$ cat src/rtl/demux1_2_line_pkg.sv
// Shared types and default widths for the line-alternating 1:2 pixel demultiplexer.
package demux1_2_line_pkg;

  localparam int unsigned DEF_DATA_LENGTH = 8;
  localparam int unsigned DEF_LINE_WIDTH  = 8;

  typedef enum logic [1:0] {
    FIFO_EMPTY = 2'd0,
    FIFO_ONE   = 2'd1,
    FIFO_FULL  = 2'd2
  } fifo_state_t;

  typedef enum logic {
    LANE1 = 1'b0,
    LANE2 = 1'b1
  } lane_t;

endpackage

$ cat src/rtl/demux1_2_line_lane_fifo2.sv
// Two-entry first-word-fall-through FIFO; head register drives the lane output directly.
module lane_fifo2
  import demux1_2_line_pkg::*;
#(
  parameter int unsigned W = 8
) (
  input  logic         clk,
  input  logic         rst_n,
  input  logic         clear,
  input  logic         push,
  input  logic [W-1:0] push_data,
  output logic         full,
  input  logic         pop,
  output logic [W-1:0] pop_data,
  output logic         valid
);

  fifo_state_t  state, state_nxt;
  logic [W-1:0] head, tail;

  always_comb begin
    state_nxt = state;
    unique case (state)
      FIFO_EMPTY: if (push) state_nxt = FIFO_ONE;
      FIFO_ONE: begin
        if (push && !pop)      state_nxt = FIFO_FULL;
        else if (!push && pop) state_nxt = FIFO_EMPTY;
      end
      FIFO_FULL:  if (pop) state_nxt = FIFO_ONE;
      default:    state_nxt = FIFO_EMPTY;
    endcase
    if (clear) state_nxt = FIFO_EMPTY;
  end

  always_ff @(posedge clk or negedge rst_n) begin
    if (!rst_n) state <= FIFO_EMPTY;
    else        state <= state_nxt;
  end

  // A full FIFO ignores push even while popping, so in_ready never depends on out*_ready.
  always_ff @(posedge clk or negedge rst_n) begin
    if (!rst_n) begin
      head <= '0;
      tail <= '0;
    end else if (clear) begin
      head <= '0;
      tail <= '0;
    end else begin
      unique case (state)
        FIFO_EMPTY: if (push) head <= push_data;
        FIFO_ONE: begin
          if (push && pop) head <= push_data;
          else if (push)   tail <= push_data;
        end
        FIFO_FULL:  if (pop) head <= tail;
        default: ;
      endcase
    end
  end

  assign full     = (state == FIFO_FULL);
  assign valid    = (state != FIFO_EMPTY);
  assign pop_data = head;

endmodule

$ cat src/rtl/demux1_2_line.sv
// Line-alternating 1:2 pixel demultiplexer: whole lines are steered alternately to
// lane 1 and lane 2, each lane buffered by a 2-entry FIFO.
module demux1_2_line
  import demux1_2_line_pkg::*;
#(
  parameter int unsigned DATA_LENGTH = DEF_DATA_LENGTH,
  parameter int unsigned LINE_WIDTH  = DEF_LINE_WIDTH,
  parameter int unsigned CNT_W       = $clog2(LINE_WIDTH)
) (
  input  logic                   clk,
  input  logic                   rst_n,
  input  logic                   clear,
  input  logic [DATA_LENGTH-1:0] in_data,
  input  logic                   in_valid,
  output logic                   in_ready,
  output logic [DATA_LENGTH-1:0] out1_data,
  output logic                   out1_valid,
  input  logic                   out1_ready,
  output logic [DATA_LENGTH-1:0] out2_data,
  output logic                   out2_valid,
  input  logic                   out2_ready,
  output logic                   line_sel,
  output logic [CNT_W-1:0]       col
);

  lane_t      sel;
  logic       full1, full2;
  logic       accept, push1, push2, pop1, pop2;
  logic [CNT_W-1:0] col_q;

  assign in_ready = (sel == LANE2) ? !full2 : !full1;
  assign accept   = in_valid && in_ready && !clear;
  assign push1    = accept && (sel == LANE1);
  assign push2    = accept && (sel == LANE2);
  assign pop1     = out1_valid && out1_ready;
  assign pop2     = out2_valid && out2_ready;

  always_ff @(posedge clk or negedge rst_n) begin
    if (!rst_n) begin
      sel   <= LANE1;
      col_q <= '0;
    end else if (clear) begin
      sel   <= LANE1;
      col_q <= '0;
    end else if (accept) begin
      if (col_q == CNT_W'(LINE_WIDTH - 1)) begin
        col_q <= '0;
        sel   <= (sel == LANE1) ? LANE2 : LANE1;
      end else begin
        col_q <= col_q + 1'b1;
      end
    end
  end

  assign line_sel = sel;
  assign col      = col_q;

  lane_fifo2 #(.W(DATA_LENGTH)) u_lane1 (
    .clk       (clk),
    .rst_n     (rst_n),
    .clear     (clear),
    .push      (push1),
    .push_data (in_data),
    .full      (full1),
    .pop       (pop1),
    .pop_data  (out1_data),
    .valid     (out1_valid)
  );

  lane_fifo2 #(.W(DATA_LENGTH)) u_lane2 (
    .clk       (clk),
    .rst_n     (rst_n),
    .clear     (clear),
    .push      (push2),
    .push_data (in_data),
    .full      (full2),
    .pop       (pop2),
    .pop_data  (out2_data),
    .valid     (out2_valid)
  );

endmodule

$ cat config.mk
export PLATFORM = sky130hd
export DESIGN_NAME = demux1_2_line
export DESIGN_NICKNAME = d
export VERILOG_FILES = /design/src/rtl/demux1_2_line_pkg.sv /design/src/rtl/demux1_2_line_lane_fifo2.sv /design/src/rtl/demux1_2_line.sv
export SDC_FILE = /design/constraint.sdc
export NUM_CORES = 1
export LEC_CHECK = 0
export ABC_AREA = 1
export BUFFER_PORTS_ARGS = -buffer_cell sky130_fd_sc_hd__buf_2
export CORE_MARGIN = 2
export CORE_UTILIZATION = 45
export CTS_CLUSTER_SIZE = 10
export DETAILED_ROUTE_END_ITERATION = 10
export GPL_TIMING_DRIVEN = 1
export MAX_ROUTING_LAYER = met4
export PLACE_DENSITY = 0.66
export SLEW_MARGIN = 20
export SYNTH_ARGS = -nofsm -noshare
export SYNTH_HDL_FRONTEND = slang
export SYNTH_SLANG_ARGS = --single-unit
$ cat constraint.sdc
create_clock -name clk -period 1.9 [get_ports clk]
set_input_delay 0.57 -clock clk [delete_from_list [all_inputs] [get_ports clk]]
set_output_delay 0.57 -clock clk [all_outputs]
set_load 0.02 [all_outputs]
-- Word level (Yosys, flattened, before mapping)
Cells that the tools add are included.
- bits in registers: 40
- bits of input ports: 14
- output and inout bits: 23
- logic and storage cells: 99
- add/subtract/negate cells: 1
- equal/unequal tests: 15
- mux-type cells: 36
- bitwise logic cells: 1
- reduce and logical (&&, ||, !) cells: 38
- operators with widths (operator ; count):
    8-bit 2-to-1 mux ; 14
    8-bit case mux with 3 select lines ; 2
    2-bit 2-to-1 mux ; 10
    3-bit by 2-bit inequality test with 1-bit output (second input constant) ; 6
    2-bit nonzero test ; 8
    1-bit logical AND ; 12
    2-bit case mux with 3 select lines ; 2
    3-bit AND reduction ; 4
    3-bit 2-to-1 mux ; 3
    4-bit by 2-bit inequality test with 1-bit output (second input constant) ; 2
    4-bit AND reduction ; 2
    4-bit nonzero test ; 2
    1-bit logical NOT ; 7
    1-bit 2-to-1 mux ; 5
    2-bit by 1-bit equality test with 1-bit output (second input constant) ; 2
    2-bit equality test (second input constant) ; 2
    2-bit logical NOT ; 2
    2-bit inequality test (second input constant) ; 2
    3-bit by 1-bit adder with 3-bit output (second input constant) ; 1
    3-bit equality test (second input constant) ; 1
    2-bit AND reduction ; 1
    1-bit NOT ; 1

-- Longest topological paths before layout
- depth after elaboration: 12
- depth in mapped cells: 11
- mapped depth without buffers: 10

-- Hierarchy
From an unflattened synthesis, not the netlist that was laid out.
- cell total of the unflattened synthesis: 290
- area, all modules: 2129.5 um2
- modules (own cells, without submodules) (module ; instances ; cells each ; area an instance (um2) ; seq. area each (um2)):
    lane_fifo2 ; 2 ; 126 ; 924.6 ; 450.4
    demux1_2_line ; 1 ; 38 ; 280.3 ; 100.1

-- Worst setup path before layout
Ideal clock, no wire load.
- path kind: reg2reg
- from: reg sel, in the netlist line_sel
- to: reg u_lane1.state[1]
- setup time: 119 ps
- data arrival time: 1480 ps
- required time: 1781 ps
- path slack: 301 ps
- cell stages (with the launch flop): 10
- buffers on the path: 0
- period minus slack after synthesis: 1599 ps
- path through: dfrtp_1 > inv_2 > nand2_1 > nand2_2 > nand4_2 > inv_1 > ha_1 > nand2_1 > nand4_1 > nand2_1
- longest elaborated chain between the ends: 8
- elaborated cells on any way between the ends: 14
- classes of those cells: eq/ne: 2; mux: 4; bitwise: 1; reduce/logical: 7
- RTL lines (element ; line ; RTL):
    start: declaration ; demux1_2_line.sv:26 ; lane_t sel;
    start signal: assignment ; demux1_2_line.sv:48 ; sel <= (sel == LANE1) ? LANE2 : LANE1;
    1-bit 2-to-1 mux (*) ; demux1_2_line.sv:31 ; assign in_ready = (sel == LANE2) ? !full2 : !full1;
    via in_ready ; demux1_2_line.sv:15 ; output logic in_ready,
    1-bit logical AND (*) (2 in series) ; demux1_2_line.sv:32 ; assign accept = in_valid && in_ready && !clear;
    1-bit logical AND (*) ; demux1_2_line.sv:33 ; assign push1 = accept && (sel == LANE1);
    1-bit logical AND or 1-bit logical NOT (tied branches) ; demux1_2_line_lane_fifo2.sv:26, demux1_2_line_lane_fifo2.sv:27 ;
    2-bit 2-to-1 mux or 1-bit logical AND (tied branches) ; demux1_2_line_lane_fifo2.sv:26, demux1_2_line_lane_fifo2.sv:27 ;
    2-bit case mux with 3 select lines or 4-bit by 2-bit inequality test with 1-bit output (tied branches) ; -- ;
    2-bit 2-to-1 mux or 3-bit AND reduction (tied branches) ; -- ;
    end signal: assignment ; demux1_2_line_lane_fifo2.sv:37 ; else state <= state_nxt;
    end: declaration ; demux1_2_line_lane_fifo2.sv:18 ; fifo_state_t state, state_nxt;
Mark *: on every way through the listed nets, which the timed path passes. The rest lies on a longest branch.
A chain may end at the register's enable or synchronous reset.

-- Worst setup path in the final report
- from: reg u_lane1.state[1]
- to: out in_ready
- longest elaborated chain between the ends: 3
- RTL lines (element ; line ; RTL):
    2-bit equality test ; demux1_2_line_lane_fifo2.sv:61 ; assign full = (state == FIFO_FULL);
    1-bit logical NOT ; demux1_2_line.sv:31 ;
    1-bit 2-to-1 mux ; demux1_2_line.sv:31 ;
    end: declaration ; demux1_2_line.sv:15 ;
No other way between the ends.

==> flow_summary.yaml <==
worst_setup_path:
  path_cells: "nand2_4 -> nand2_1 -> nand2_2 -> buf_2"
  rr_worst_depth: 8
  worstSetupEndpointType: "output pin"
  path_class: "reg -> out"
  worst-path-max-fanout: 10
  critPathTopFamily: "flip-flops"
  startpoint_type: "register"
  cp_num_cells: 4
  cpPeakStageDelay_ps: 490
  cp_data_required_time_ps: 1330
  critPathBufInv: 1
  crit_slowest_cell: "dfrtp_1"
  cp.arrival_ps: 1270
finish:
  multi_input_area_sq_um: 1105
  fill_cells: 459
  num_antenna_cells: 0
  seqCellArea_sq_um: 1002
  synthToLayoutAreaGrowth_pct: 17.10
  drive_gt1_frac: 0.3378
  fin_nets: 313
clocking:
  clk_path_buf_depth: 2
  clock-sinks: 40
  root_buffer: "clkbuf_8"
  cts_buffers: 5
  cts_max_level: 2
  cts_tree: "yes"
  insertion_delay_ps: 300
  ctsHoldBuffers: 0
  path_clk_slew_ps: 80
worst_hold_path:
  hold_class: "in -> async"
logic_synthesis:
  syn_nets: 272
  synth_area_sq_um: 2253
  synth_cells: 254
  ys_ff_latch: 40
  syn_area_per_cell_sq_um: 8.872
  synth-seq-area-share: 0.4442
  synth_cell_types: 31
  synth_warnings: 0
floorplan:
  start_util: 0.4708
  dieArea_sq_um: 5590
  fp.dieW_microns: 74.77
  core_area_sq_um: 4786
  io_pins: 37
  die-height_microns: 74.77
  rows: 25
drt:
  vias: 1804
  finalWirelength_microns: 4637
  drt_iter0_markers: 117
  ant_nets: 0
  drt_pass1_iterations: 4
  routedWlPerCell_microns: 12.77
  drc: 0
  via_per_inst: 4.970
sta:
  setup_slack_ps: 59.70
  skew_ps: 6.522
  fmax_mhz: 543.4
  timing.final.crit_period_ps: 1840
  hold_viol: 0
  period_share: 0.9686
  setup_viol: 0
  slew_viol_final: 0
  timing.hold.ws_ps: 209.2
  relSlewSlack: 0.5625
  rsz0062_at_grt: "true"
  finalSetupTns_ps: 0
  worst_slew_pin_slew_ps: 654.3
placement:
  portBuffers: 36
  hpwl_microns: 3423
  gp_congestion: 0.7921
  pre_cts_ws_ps: 87.78
grt:
  grt_pass1_vias: 1699
  grt_pass1_wl_microns: 7997
  overflow: 0
  antenna_found_initial: 0
  grt_start_max_net_pins: 24
  grt.total_usage: 0.1929
power:
  total_power_mw: 2.674
  power_density_nw_per_um2: 1013
  peakVddDrop_uv: 634.0
  leakage_nw: 1.317
run_status:
  outcome: "completed"
flow_run:
  drv_cap: 0
-- registers in the layout, indices dropped and copies added (netlist names) --
name	flops
u_lane1.pop_data	8
u_lane1.tail	8
u_lane2.pop_data	8
u_lane2.tail	8
col	3
u_lane1.state	2
u_lane2.state	2
line_sel	1
-- worst register-to-register path: stages, from the launching register on --
cell and delay, ps:
dfrtp_1 430, inv_2 110, nand2_4 60, buf_12 130
nand4_4 70, inv_4 60, o211ai_2 530, nand2_1 130
o21ai_1 130
-- per-stage QoR --
step	utilization	std cells	area, sq um
after floorplan	-	254	2253
after global placement	0.5176	351	2477
after detailed placement	0.5176	351	2477
after CTS	0.5417	359	2592
after global routing	0.5514	363	2639
final	0.5514	363	2639
-- area by class of cell --
type / instances / area share
multi-input combinational: 189 / 0.4187
clock buffer: 5 / 0.02608
sequential: 40 / 0.3798
clock inverter: 3 / 0.01754
timing repair buffer: 43 / 0.1024
inverter: 16 / 0.02371
tap: 67 / 0.03177
-- report_power, final --
group	internal, mW	leakage (nW)	switching, mW	total [mW]
Sequential	1.02	0.523	0.103	1.12
Clock	0.396	0.0548	0.327	0.723
Combinational	0.279	0.739	0.550	0.829
Total	1.69	1.32	0.980	2.67
-- worst paths after layout --
| path | from | to | slack (ps) |
|---|---|---|---|
| worst min-delay path | rst_n | u_lane1.pop_data[4]$_DFFE_PN0P_ | 210 |
| min in group clk | u_lane1.pop_data[1]$_DFFE_PN0P_ | u_lane1.pop_data[1]$_DFFE_PN0P_ | 470 |
| worst min register to register | u_lane1.pop_data[1]$_DFFE_PN0P_ | u_lane1.pop_data[1]$_DFFE_PN0P_ | 470 |
| max in group asynchronous | rst_n | u_lane2.tail[5]$_DFFE_PN0P_ | 1230 |
| worst max-delay path | u_lane1.state[1]$_DFFE_PN0P_ | in_ready | 60 |
| worst max register to register | u_lane2.state[0]$_DFFE_PN0P_ | u_lane2.tail[7]$_DFFE_PN0P_ | 170 |
-- layout by cell type (no fill, tap or decap), drive strengths merged --
cell type / instances
dfrtp: 40
o22ai: 1
buf: 43
nor3b: 1
nand3: 11
clkbuf: 5
inv: 17
nand2: 85
o211ai: 3
nor2: 23
a22o: 2
bufinv: 1
or2: 1
a21oi: 9
ha: 4
nand4: 15
o21ai: 34
clkinvlp: 1
-- per-layer routing --
metal  global-route usage  vias up  share of wire
met4              0.05159        0         0.0084
li1                     -      931              -
met1               0.2549      839           0.49
met5                    -        -              0
met3              0.04552        4          0.031
met2               0.2999       30           0.47
-- Yosys cell counts --
master / number / area share
nand2_4: 4 / 0.020
buf_6: 2 / 0.010
buf_12: 1 / 0.0089
nand3_4: 4 / 0.031
nand3_1: 3 / 0.0067
nand2_1: 77 / 0.13
o22ai_1: 1 / 0.0028
nand2_2: 4 / 0.011
buf_2: 3 / 0.0067
or2_1: 1 / 0.0028
a21oi_1: 9 / 0.020
nand3_2: 4 / 0.018
o211ai_2: 2 / 0.011
nor2_1: 22 / 0.037
nand4_2: 2 / 0.011
dfrtp_1: 40 / 0.44
a22o_1: 2 / 0.0078
buf_4: 2 / 0.0067
o21ai_2: 18 / 0.070
inv_2: 6 / 0.010
o21ai_1: 6 / 0.013
nor2_4: 1 / 0.0050
ha_1: 4 / 0.022
nor3b_1: 1 / 0.0033
o21ai_0: 10 / 0.022
inv_1: 9 / 0.015
buf_8: 1 / 0.0067
o211ai_1: 1 / 0.0033
inv_4: 1 / 0.0028
nand4_4: 1 / 0.0094
nand4_1: 12 / 0.033
-- repair_timing --
item	CTS	global route
gates resized for setup	0	2
setup endpoints to repair	0	2
buffers inserted	0	4
hold endpoints to repair	0	0
-- cell families (layout without fill, tap and decap cells) --
group | count (synthesis) | after routing | share of synthesized area
and+or+nand+nor | 136 | 136 | 0.3165
AOI/OAI and AO/OA | 49 | 49 | 0.1505
DFF | 40 | 40 | 0.4442
buffers and inverters | 25 | 67 | 0.06662
adders and majority gates | 4 | 4 | 0.02221
No activity file was read; power rests on OpenSTA's default activity.
